===== src/rtl/pixel_capture_if.sv =====
// Camera byte stream in, assembled pixel stream out.
// The capture block uses the master view; whoever drives the camera pins and consumes pixels uses the slave view.
interface pixel_capture_if #(
   parameter int BYTES_PER_PIX = 2
);
   logic                         vsync;
   logic                         href;
   logic [7:0]                   din;
   logic [8*BYTES_PER_PIX-1:0]   dout;
   logic                         dout_vld;
   logic                         dout_sop;
   logic                         dout_eol;
   logic                         dout_eop;

   modport master (
      input  vsync, href, din,
      output dout, dout_vld, dout_sop, dout_eol, dout_eop
   );

   modport slave (
      output vsync, href, din,
      input  dout, dout_vld, dout_sop, dout_eol, dout_eop
   );
endinterface


===== src/rtl/pixel_capture.sv =====
// DVP-style camera capture: frames are framed by vsync and lines by href.
// Bytes are packed into pixels, and the block flags sop/eol/eop, aborts malformed frames, and can drop frames between captures.
//
// state   | meaning
// --------+--------------------------------------------------------------
// IDLE    | capture disabled, counters held clear
// WAIT_VS | waiting for vsync falling edge (start of frame)
// ACTIVE  | accepting href bytes of the current frame
// SKIP    | discarding a whole frame, leaves on vsync rising edge
// DRAIN   | line complete, ignoring bytes until href drops
module pixel_capture #(
   parameter int H_ACTIVE      = 640,
   parameter int V_ACTIVE      = 480,
   parameter int BYTES_PER_PIX = 2,
   parameter int SWAP          = 0,
   parameter int SKIP_FRAMES   = 0
) (
   input  logic                  clk,
   input  logic                  rst,
   input  logic                  enable,
   pixel_capture_if.master       cam,
   output logic                  frame_err,
   output logic [15:0]           frame_cnt
);

   typedef enum logic [2:0] {IDLE, WAIT_VS, ACTIVE, SKIP, DRAIN} state_t;

   localparam int BYTES_LINE = H_ACTIVE * BYTES_PER_PIX;
   localparam int BW = $clog2(BYTES_LINE);
   localparam int LW = (V_ACTIVE > 1) ? $clog2(V_ACTIVE) : 1;
   localparam int SW = (SKIP_FRAMES > 0) ? $clog2(SKIP_FRAMES + 1) : 1;

   localparam logic [BW-1:0] BYTE_LAST = BW'(BYTES_LINE - 1);
   localparam logic [BW-1:0] BYTE_SOP  = BW'(BYTES_PER_PIX - 1);
   localparam logic [LW-1:0] LINE_LAST = LW'(V_ACTIVE - 1);
   localparam logic [SW-1:0] SKIP_LOAD = SW'(SKIP_FRAMES);

   state_t                       state;
   logic                         vs_s1;
   logic                         vs_s2;
   logic [BW-1:0]                byte_cnt;
   logic [LW-1:0]                line_cnt;
   logic [SW-1:0]                skip_cnt;
   logic [7:0]                   byte0;
   logic [8*BYTES_PER_PIX-1:0]   pix_word;
   logic                         pix_done;
   logic                         vs_fall;
   logic                         vs_rise;
   logic                         last_byte;
   logic                         last_line;

   assign vs_fall   = vs_s2 & ~vs_s1;
   assign vs_rise   = ~vs_s2 & vs_s1;
   assign last_byte = (byte_cnt == BYTE_LAST);
   assign last_line = (line_cnt == LINE_LAST);

   // byte0 holds the even byte of a two-byte pixel until its partner arrives
   generate
      if (BYTES_PER_PIX == 2) begin : g_two_byte
         assign pix_word = (SWAP != 0) ? {cam.din, byte0} : {byte0, cam.din};
         assign pix_done = byte_cnt[0];
      end else begin : g_one_byte
         assign pix_word = cam.din;
         assign pix_done = 1'b1;
      end
   endgenerate

   always_ff @(posedge clk) begin
      if (rst) begin
         state        <= IDLE;
         vs_s1        <= 1'b0;
         vs_s2        <= 1'b0;
         byte_cnt     <= '0;
         line_cnt     <= '0;
         skip_cnt     <= '0;
         byte0        <= '0;
         cam.dout     <= '0;
         cam.dout_vld <= 1'b0;
         cam.dout_sop <= 1'b0;
         cam.dout_eol <= 1'b0;
         cam.dout_eop <= 1'b0;
         frame_err    <= 1'b0;
         frame_cnt    <= '0;
      end else begin
         vs_s1        <= cam.vsync;
         vs_s2        <= vs_s1;
         cam.dout_vld <= 1'b0;
         cam.dout_sop <= 1'b0;
         cam.dout_eol <= 1'b0;
         cam.dout_eop <= 1'b0;
         frame_err    <= 1'b0;

         if (!enable) begin
            state    <= IDLE;
            byte_cnt <= '0;
            line_cnt <= '0;
            skip_cnt <= '0;
         end else begin
            case (state)
               IDLE: state <= WAIT_VS;

               WAIT_VS: begin
                  byte_cnt <= '0;
                  line_cnt <= '0;
                  if (vs_fall) state <= (skip_cnt == '0) ? ACTIVE : SKIP;
               end

               SKIP: begin
                  if (vs_rise) begin
                     skip_cnt <= skip_cnt - SW'(1);
                     state    <= WAIT_VS;
                  end
               end

               ACTIVE: begin
                  // short frame and short line collapse into one abort, so one err pulse
                  if (vs_rise || (!cam.href && byte_cnt != '0)) begin
                     frame_err <= 1'b1;
                     byte_cnt  <= '0;
                     line_cnt  <= '0;
                     skip_cnt  <= '0;
                     state     <= WAIT_VS;
                  end else if (cam.href) begin
                     byte0 <= cam.din;
                     if (pix_done) begin
                        cam.dout     <= pix_word;
                        cam.dout_vld <= 1'b1;
                        cam.dout_sop <= (byte_cnt == BYTE_SOP) && (line_cnt == '0);
                        cam.dout_eol <= last_byte;
                        cam.dout_eop <= last_byte && last_line;
                        if (last_byte && last_line) frame_cnt <= frame_cnt + 16'd1;
                     end
                     if (last_byte) begin
                        byte_cnt <= '0;
                        if (last_line) begin
                           line_cnt <= '0;
                           skip_cnt <= SKIP_LOAD;
                           state    <= WAIT_VS;
                        end else begin
                           line_cnt <= line_cnt + LW'(1);
                           state    <= DRAIN;
                        end
                     end else begin
                        byte_cnt <= byte_cnt + BW'(1);
                     end
                  end
               end

               DRAIN: begin
                  if (vs_rise) begin
                     frame_err <= 1'b1;
                     byte_cnt  <= '0;
                     line_cnt  <= '0;
                     skip_cnt  <= '0;
                     state     <= WAIT_VS;
                  end else if (!cam.href) begin
                     state <= ACTIVE;
                  end
               end

               default: state <= IDLE;
            endcase
         end
      end
   end

endmodule

===== src/flat_wrapper.sv =====
// flat-port wrapper written by rule: the top's interface ports become plain ports
module pixel_capture_flat 
#(
   parameter int H_ACTIVE      = 640,
   parameter int V_ACTIVE      = 480,
   parameter int BYTES_PER_PIX = 2,
   parameter int SWAP          = 0,
   parameter int SKIP_FRAMES   = 0
)
  (clk, rst, enable, frame_err, frame_cnt, cam_vsync, cam_href, cam_din, cam_dout, cam_dout_vld, cam_dout_sop, cam_dout_eol, cam_dout_eop);
  pixel_capture_if #(.BYTES_PER_PIX(BYTES_PER_PIX)) cam_i ();
  input  logic clk;
  input  logic rst;
  input  logic enable;
  output logic frame_err;
  output logic [15:0] frame_cnt;
  input wire logic [$bits(cam_i.vsync)-1:0] cam_vsync;
  input wire logic [$bits(cam_i.href)-1:0] cam_href;
  input wire logic [$bits(cam_i.din)-1:0] cam_din;
  output wire logic [$bits(cam_i.dout)-1:0] cam_dout;
  output wire logic [$bits(cam_i.dout_vld)-1:0] cam_dout_vld;
  output wire logic [$bits(cam_i.dout_sop)-1:0] cam_dout_sop;
  output wire logic [$bits(cam_i.dout_eol)-1:0] cam_dout_eol;
  output wire logic [$bits(cam_i.dout_eop)-1:0] cam_dout_eop;
  assign cam_i.vsync = cam_vsync;
  assign cam_i.href = cam_href;
  assign cam_i.din = cam_din;
  assign cam_dout = cam_i.dout;
  assign cam_dout_vld = cam_i.dout_vld;
  assign cam_dout_sop = cam_i.dout_sop;
  assign cam_dout_eol = cam_i.dout_eol;
  assign cam_dout_eop = cam_i.dout_eop;
  pixel_capture #(.H_ACTIVE(H_ACTIVE), .V_ACTIVE(V_ACTIVE), .BYTES_PER_PIX(BYTES_PER_PIX), .SWAP(SWAP), .SKIP_FRAMES(SKIP_FRAMES)) u_core (.clk(clk), .rst(rst), .enable(enable), .cam(cam_i), .frame_err(frame_err), .frame_cnt(frame_cnt));
endmodule

===== config.mk =====
export PLATFORM = sky130hd
export DESIGN_NAME = pixel_capture_flat
export DESIGN_NICKNAME = d
export VERILOG_FILES = /design/src/rtl/pixel_capture_if.sv /design/src/rtl/pixel_capture.sv /design/src/flat_wrapper.sv
export SDC_FILE = /design/constraint.sdc
export NUM_CORES = 1
export LEC_CHECK = 0
export BUFFER_PORTS_ARGS = -buffer_cell sky130_fd_sc_hd__clkbuf_2
export CAP_MARGIN = 10
export CORE_MARGIN = 10
export CORE_UTILIZATION = 56
export CTS_CLUSTER_DIAMETER = 100
export DETAILED_ROUTE_END_ITERATION = 6
export HOLD_SLACK_MARGIN = 0.02
export PLACE_DENSITY = 0.82
export SLEW_MARGIN = 10
export SYNTH_ARGS = -nofsm -noshare
export SYNTH_HDL_FRONTEND = slang
export SYNTH_SLANG_ARGS = --single-unit

===== constraint.sdc =====
create_clock -name clk -period 3.05 [get_ports clk]
set_input_delay 0.4575 -clock clk [delete_from_list [all_inputs] [get_ports clk]]
set_output_delay 0.4575 -clock clk [all_outputs]
set_load 0.02 [all_outputs]

# Yosys cells after proc, flatten, opt, wreduce, memory -nomap -nowiden
# Index checks and enable logic that the tools add are counted.
[totals] word_cells=93 ff_bits=71
[op_classes] add_sub_neg=4 n_eq_ne=14 reduce_logical=20 mux=32 n_bitwise=9
[op_table] cell="2-to-1 mux 9 bit" n=5
[op_table] cell="2-to-1 mux 11 bit" n=4
[op_table] cell="one-hot mux 11 bit (3 select lines)" n=1
[op_table] cell="one-hot mux 9 bit (3 select lines)" n=1
[op_table] cell="2-to-1 mux 3 bit" n=8
[op_table] cell="adder 16 x 1 -> 16 bit (second input constant)" n=1
[op_table] cell="one-hot mux 3 bit (5 select lines)" n=1
[op_table] cell="AND reduction 6 bit" n=2
[op_table] cell="adder 11 x 1 -> 11 bit (second input constant)" n=1
[op_table] cell="equality test 11 x 1 -> 1 bit (second input constant)" n=1
[op_table] cell="equality test 11 bit (second input constant)" n=1
[op_table] cell="nonzero test 11 bit" n=1
[op_table] cell="2-to-1 mux 1 bit" n=10
[op_table] cell="AND reduction 5 bit" n=2
[op_table] cell="adder 9 x 1 -> 9 bit (second input constant)" n=1
[op_table] cell="equality test 9 bit (second input constant)" n=1
[op_table] cell="logical NOT 9 bit" n=1
[op_table] cell="AND reduction 4 bit" n=2
[op_table] cell="NOT 1 bit" n=7
[op_table] cell="equality test 3 x 2 -> 1 bit (second input constant)" n=2
[op_table] cell="inequality test 2 x 1 -> 1 bit (second input constant)" n=3
[op_table] cell="inequality test 3 x 1 -> 1 bit (second input constant)" n=2
[op_table] cell="inequality test 3 x 2 -> 1 bit (second input constant)" n=2
[op_table] cell="nonzero test 3 bit" n=2
[op_table] cell="14 further kinds" n=17

# Depth between registers and ports, before layout
# Gate-level depths: netlist of the first run.
[depth] depth_word=6 mapped_depth=8 mapped_depth_nobuf=6

# Least setup slack after synthesis of the first run
# No wires, ideal clock.
[synth_timing] kind="flip-flop to flip-flop" from="reg u_core.byte_cnt[0]" to="reg u_core.frame_cnt[12]" slack_ns=0.850 stages_incl_launch_ff=7 arrival_ns=2.130 t_required_ns=2.980 cell_sequence="dfxtp_1 > ha_1 > nand4_1 > or3_4 > or4_4 > or3_1 > a21oi_1"
[synth_between] elab_chain_len=5
[synth_rtl] item="start: declaration" line_no="pixel_capture.sv:41" rtl="logic [BW-1:0] byte_cnt;"
[synth_rtl] item="start signal: assignment" line_no="pixel_capture.sv:144" rtl="byte_cnt <= byte_cnt + BW'(1);"
[synth_rtl] item="nonzero test 11 bit" line_no="pixel_capture.sv:117" rtl="if (vs_rise || (!cam.href && byte_cnt != '0)) begin"
[synth_rtl] item="logical AND 1 bit" line_no="pixel_capture.sv:117"
[synth_rtl] item="logical OR 1 bit" line_no="pixel_capture.sv:117"
[synth_rtl] item="NOT 1 bit (no source line)"
[synth_rtl] item="AND reduction 6 bit (no source line) *"
[synth_rtl] item="end signal: assignment" line_no="pixel_capture.sv:131" rtl="if (last_byte && last_line) frame_cnt <= frame_cnt + 16'd1;"
[synth_rtl] item="end: declaration" line_no="pixel_capture.sv:23" rtl="output logic [15:0] frame_cnt"
# Every way passes the cells marked *; elsewhere a longest branch is shown, timed or not.
# A chain may end at the register's enable or synchronous reset.

# Final worst setup path of the first run
[layout_timing] from="reg u_core.byte_cnt[0]" to="reg u_core.frame_cnt[5]"
# Same word-level chain as after synthesis.

==> reports/qor.yml, run 1 <==
die_h_um: 97.09
fin_cells: 528
ys_warn_count: 0
cts_buffers: 9
syn_nets: 420
ff2ff_setup_slack_ps: 390
start_util_pct: 56.89
grt_first_pass_wirelength_um: 13160
finalCritPeriodShare_pct: 87.09
async_reset_ff_share_pct: 0
dp_hpwl_um: 5577
holdBufCountCts: 0
arrival_ps: 2950
first_iter_violations: 187
maxSlewHeadroom_pct: 48.29
vias: 3104
start_kind: "register"
hold_depth: 3
grt_start_max_net_pins: 44
multi_input_area_um2: 1762
netlist_instances: 401
max_freq_ghz: 0.3765
clk_path_buf_depth: 2
core_area_um2: 5851
post-cts-setup-buffer-count: 0
fin_skew_ps: 12.49
gp_congestion: 0.8881
fin_area_um2: 3826
worst_pin_slew_ps: 765.5
antenna_found_initial: 0
cts_htree_levels: 3
final_util_pct: 65.40
cts_root_buf: "clkbuf_8"
syn_to_final_growth_pct: 14.96
grtUsageTotal_pct: 16.07
setup_tns_ps: 0
port_buffers: 49
setup_viol: 0
critical_path_class: "reg -> reg"
ant_nets: 0
antennaDiodeCount: 0
clk_latency_ps: 350
clk_transition_reported_paths_ps: 80
synth_enable_flop_cells: 0
netlist_area_um2: 3328
postPlaceCellArea_um2: 3627
drive_gt1_share_pct: 17.66
layout_commonest_cell: "dfxtp_1"
r2r_start: "u_core.byte_cnt[0]$_SDFFE_PP0P_"
fill_cells: 493
tritoncts: "built"
rsz0062_at_grt: "false"
drc: 0
status: "finished, final reports clean"
drv_slew: 0
drt-vias-per-instance: 5.879
fin_crit_ps: 2656
r2r-end: "u_core.frame_cnt[5]$_SDFFE_PP0P_"
wl_per_cell_um: 14.93
final_nets: 467
critPathMaxFanout: 18
rows: 28
p_leak_nw: 1.401
synth_ff_type: "dfxtp_1"
hold-worst-slack_ps: 337.7
yosys-top-cells-area: "dfxtp_1 43%, a21oi_1 6.2%, nand2_1 6.1%"
grt_overflow_total: 0
wl_um: 7885
drtPass1Iterations: 6
hold_violations: 0
required_ps: 3340
synth_top_area_cell: "dfxtp_1"
hp-start: "cam_din[5]"
regArea_um2: 1421
final_cell_mix: "71 x dfxtp_1, 54 x nand2_1, 49 x clkbuf_2, 41 x a21oi_1, 27 x nor2_1"
place_inst: 512
whs_endpoint: "u_core.cam.dout[5]$_SDFFE_PP0P_"
synth_top_area_share_pct: 42.71
syn_avg_cell_area_um2: 8.300
grt_pass1_vias: 2819
worstRegToRegCells: 6
ctsResizeCount: 0
die_w_um: 97.09
ioPinCount: 50
die_area_um2: 9426
synth_cell_types: 51
yosysSeqAreaShare_pct: 42.71
worst_setup_path_end_kind: "register"
synth-seq-cells: 71
cts.sinks: 71
cap_violations: 0
max-vdd-ir-drop_mv: 0.3088
min_path_type: "in -> reg"
powerDensity_nw_per_um2: 469.3
-- routing by layer --
metal | part of all wire, % | track usage (%) | vias to the layer above
met5 | 0 | 0 | -
met4 | 1.7 | 6.470 | 0
met3 | 6.7 | 4.979 | 14
met2 | 46 | 24.79 | 98
met1 | 46 | 20.30 | 1448
li1 | - | - | 1544
-- flip-flops by register name, summed over array words and instances (netlist names), 3 cells and up --
name	flops
u_core.byte0	8
u_core.cam.dout	16
u_core.state	3
u_core.byte_cnt	11
u_core.frame_cnt	16
u_core.line_cnt	9
-- worst max-delay path, stage by stage (launching register included) --
cell and delay [ps]:
dfxtp_1 450, ha_1 250, nand4_1 180, nor3_1 390, nand3_1 510, or4_1 660, a21oi_1 140
-- stage by stage --
step,setup slack (ps),total power [W]
6_report,393.9,0.001796
3_3_place_gp,556.4,0.001058
3_5_place_dp,415.4,0.001060
5_1_grt,141.2,0.001860
2_1_floorplan,849.6,0.001031
4_1_cts,407.1,0.001799
-- power by group --
group          switching, W  internal, W
Clock              0.000356     0.000399
Combinational     0.0000647    0.0000361
Sequential       0.00000875     0.000932
Total              0.000430      0.00137
-- cell usage after synthesis, drive strengths merged, types with 6 or more instances --
master  count
nor3        7
dfxtp      71
a21oi      41
inv        18
or3        11
nor4        7
clkbuf     13
o21ai      14
nor2b       9
ha          6
o31ai       9
mux2i      10
nand4      12
nand2      54
nand3      20
nor2       27
or4        11
-- area by class of cell --
class,count,share of cell area (%)
clock inverters,5,1.504
multi-input cells,294,46.04
inverters,18,1.766
well taps,75,2.453
repair buffers,54,7.390
flip-flops and latches,71,37.15
clock buffers,11,3.695
-- worst max-delay path by stage --
stage	startpoint	to	cells after the start
2_1_floorplan	u_core.byte_cnt[0]$_SDFFE_PP0P_	u_core.frame_cnt[12]$_SDFFE_PP0P_	6
3_3_place_gp	u_core.byte_cnt[10]$_SDFFE_PP0P_	u_core.line_cnt[7]$_SDFFE_PP0P_	6
3_5_place_dp	u_core.byte_cnt[0]$_SDFFE_PP0P_	u_core.frame_cnt[5]$_SDFFE_PP0P_	6
4_1_cts	u_core.byte_cnt[0]$_SDFFE_PP0P_	u_core.frame_cnt[5]$_SDFFE_PP0P_	6
5_1_grt	u_core.byte_cnt[0]$_SDFFE_PP0P_	u_core.frame_cnt[14]$_SDFFE_PP0P_	6
6_report	u_core.byte_cnt[0]$_SDFFE_PP0P_	u_core.frame_cnt[5]$_SDFFE_PP0P_	6
-- logic make-up after synthesis --
| kind of cell | Yosys count | share of synthesized area [%] |
|---|---|---|
| adders and majority gates | 6 | 2.256 |
| AOI/OAI and AO/OA | 90 | 16.58 |
| DFF | 71 | 42.71 |
| and+or+nand+nor | 182 | 29.44 |
| xor gates and xnor gates | 5 | 1.316 |
| muxes | 11 | 3.346 |
| buffers and inverters | 36 | 4.361 |
Power figures use the tool's default switching activity.
==> run 2: changes to the inputs <==
- BUFFER_PORTS_ARGS: -buffer_cell sky130_fd_sc_hd__clkbuf_2 -> -buffer_cell sky130_fd_sc_hd__buf_4
- CORE_ASPECT_RATIO: unset -> 0.75
==> reports/qor.yml, run 2 (same netlist as run 1, synthesis figures left out) <==
status: "finished, final reports clean"
grt_overflow_total: 0  # unchanged
min_path_type: "in -> reg"
max-vdd-ir-drop_mv: 0.2766  # -10%
ioPinCount: 50  # unchanged
clk_transition_reported_paths_ps: 70  # about the same
cts_buffers: 9  # unchanged
arrival_ps: 2870  # -80 ps
fin_area_um2: 3980  # +4.0%
gp_congestion: 0.9076  # +2.2%
tritoncts: "built"
fin_skew_ps: 8.763  # -3.725 ps
die_w_um: 109.0  # +12%
rows: 24  # -14%
layout_commonest_cell: "dfxtp_1"
critical_path_class: "reg -> reg"
powerDensity_nw_per_um2: 470.1  # +0.17%
ant_nets: 0  # unchanged
drive_gt1_share_pct: 18.06  # +0.40 points
pre_cts_ws_ps: 546.7  # +131.3 ps
grt_first_pass_wirelength_um: 13390  # +1.7%
drt-vias-per-instance: 5.833  # -0.78%
clk_path_buf_depth: 2  # unchanged
fin_crit_ps: 2574  # -82.00 ps
max_freq_ghz: 0.3885  # +3.2%
grt_pass1_vias: 2873  # +1.9%
post-cts-setup-buffer-count: 0  # unchanged
cts_root_buf: "clkbuf_8"
worst_setup_path_end_kind: "register"
antennaDiodeCount: 0  # unchanged
ctsResizeCount: 0  # unchanged
cap_violations: 0  # unchanged
reg_top3: "u_core.cam.dout x16, u_core.frame_cnt x16, u_core.byte_cnt x11"
setup_tns_ps: 0  # unchanged
dp_hpwl_um: 5788  # +3.8%
required_ps: 3340  # about the same
final_nets: 468  # +0.21%
postPlaceCellArea_um2: 3761  # +3.7%
grt_start_max_net_pins: 46  # +4.5%
vias: 3103  # -0.032%
antenna_found_initial: 0  # unchanged
wl_um: 8147  # +3.3%
setup_viol: 0  # unchanged
worst_pin_slew_ps: 704.5  # -61.01 ps
clk_latency_ps: 350  # about the same
drc: 0  # unchanged
rsz0062_at_grt: "false"
p_leak_nw: 1.462  # +4.3%
hold-worst-slack_ps: 339.8  # +2.107 ps
cts_htree_levels: 3  # unchanged
ff2ff_setup_slack_ps: 480  # +80 ps
cts.sinks: 71  # unchanged
start_kind: "register"
syn_to_final_growth_pct: 19.59
critPathMaxFanout: 12  # -6
port_buffers: 49  # unchanged
grtUsageTotal_pct: 17.19  # +1.1 points
finalCritPeriodShare_pct: 84.40  # -2.7 points
die_h_um: 86.77  # -11%
start_util_pct: 57.43  # +0.54 points
drtPass1Iterations: 5  # -1
final_cell_mix: "71 x dfxtp_1, 55 x buf_4, 54 x nand2_1, 41 x a21oi_1, 27 x nor2_1"
core_area_um2: 5796  # -0.94%
wl_per_cell_um: 15.31  # +2.5%
die_area_um2: 9459  # +0.35%
first_iter_violations: 316  # +69%
power_w: 0.001871  # +4.2%
timing.final.ws_setup_ps: 475.9  # +82.00 ps
drv_slew: 0  # unchanged
hold_violations: 0  # unchanged
holdBufCountCts: 0  # unchanged
maxSlewHeadroom_pct: 52.41  # +4.1 points
## run 2: per-stage QoR
| step | std cells | utilization [%] |
|---|---|---|
| floorplan | 401 | - |
| global route | 532 | 68.67 |
| detailed placement | 516 | 64.90 |
| global placement | 516 | 64.90 |
| finish | 532 | 68.67 |
| CTS | 532 | 68.67 |
## run 2: final timing paths
| path | start | to | depth (start not counted) |
|---|---|---|---|
| worst min register to register | u_core.cam.dout[4]$_SDFFE_PP0P_ | u_core.cam.dout[4]$_SDFFE_PP0P_ | 2 |
| worst max-delay path | u_core.byte_cnt[3]$_SDFFE_PP0P_ | u_core.line_cnt[7]$_SDFFE_PP0P_ | 6 |
| worst max register to register | u_core.byte_cnt[3]$_SDFFE_PP0P_ | u_core.line_cnt[7]$_SDFFE_PP0P_ | 6 |
| worst min-delay path | cam_vsync | u_core.vs_s1$_SDFF_PP0_ | 2 |
## run 2: worst max-delay path, stage by stage, from the launching register on
cell and delay (ps):
dfxtp_1 350, nor4_1 500, a41oi_1 420, o32ai_2 370, buf_4 230, nand2_1 270, o2bb2a_1 370
## run 2: final cells by class
| type | count | area, um2 |
|---|---|---|
| repair buffers | 55 | 412.9 |
| clock buffers | 9 | 123.9 |
| fillers | 467 | 1815 |
| flip-flops and latches | 71 | 1421 |
| inverters | 18 | 67.56 |
| well taps | 78 | 97.59 |
| multi-input cells | 294 | 1762 |
| clock inverters | 7 | 95.09 |
## run 2: layer usage
metal | track usage, % | routed length, um | vias to the layer above
met2 | 25.99 | 3654 | 113
met1 | 21.80 | 3716 | 1436
met4 | 6.213 | 88 | 0
li1 | - | - | 1545
met3 | 6.449 | 688 | 9
met5 | 0 | 0 | -
## run 2: where the power goes
group / internal [W] / switching, W
clock network: 0.000461 / 0.000366
logic: 0.0000405 / 0.0000633
registers: 0.000931 / 0.00000881
total: 0.00143 / 0.000438
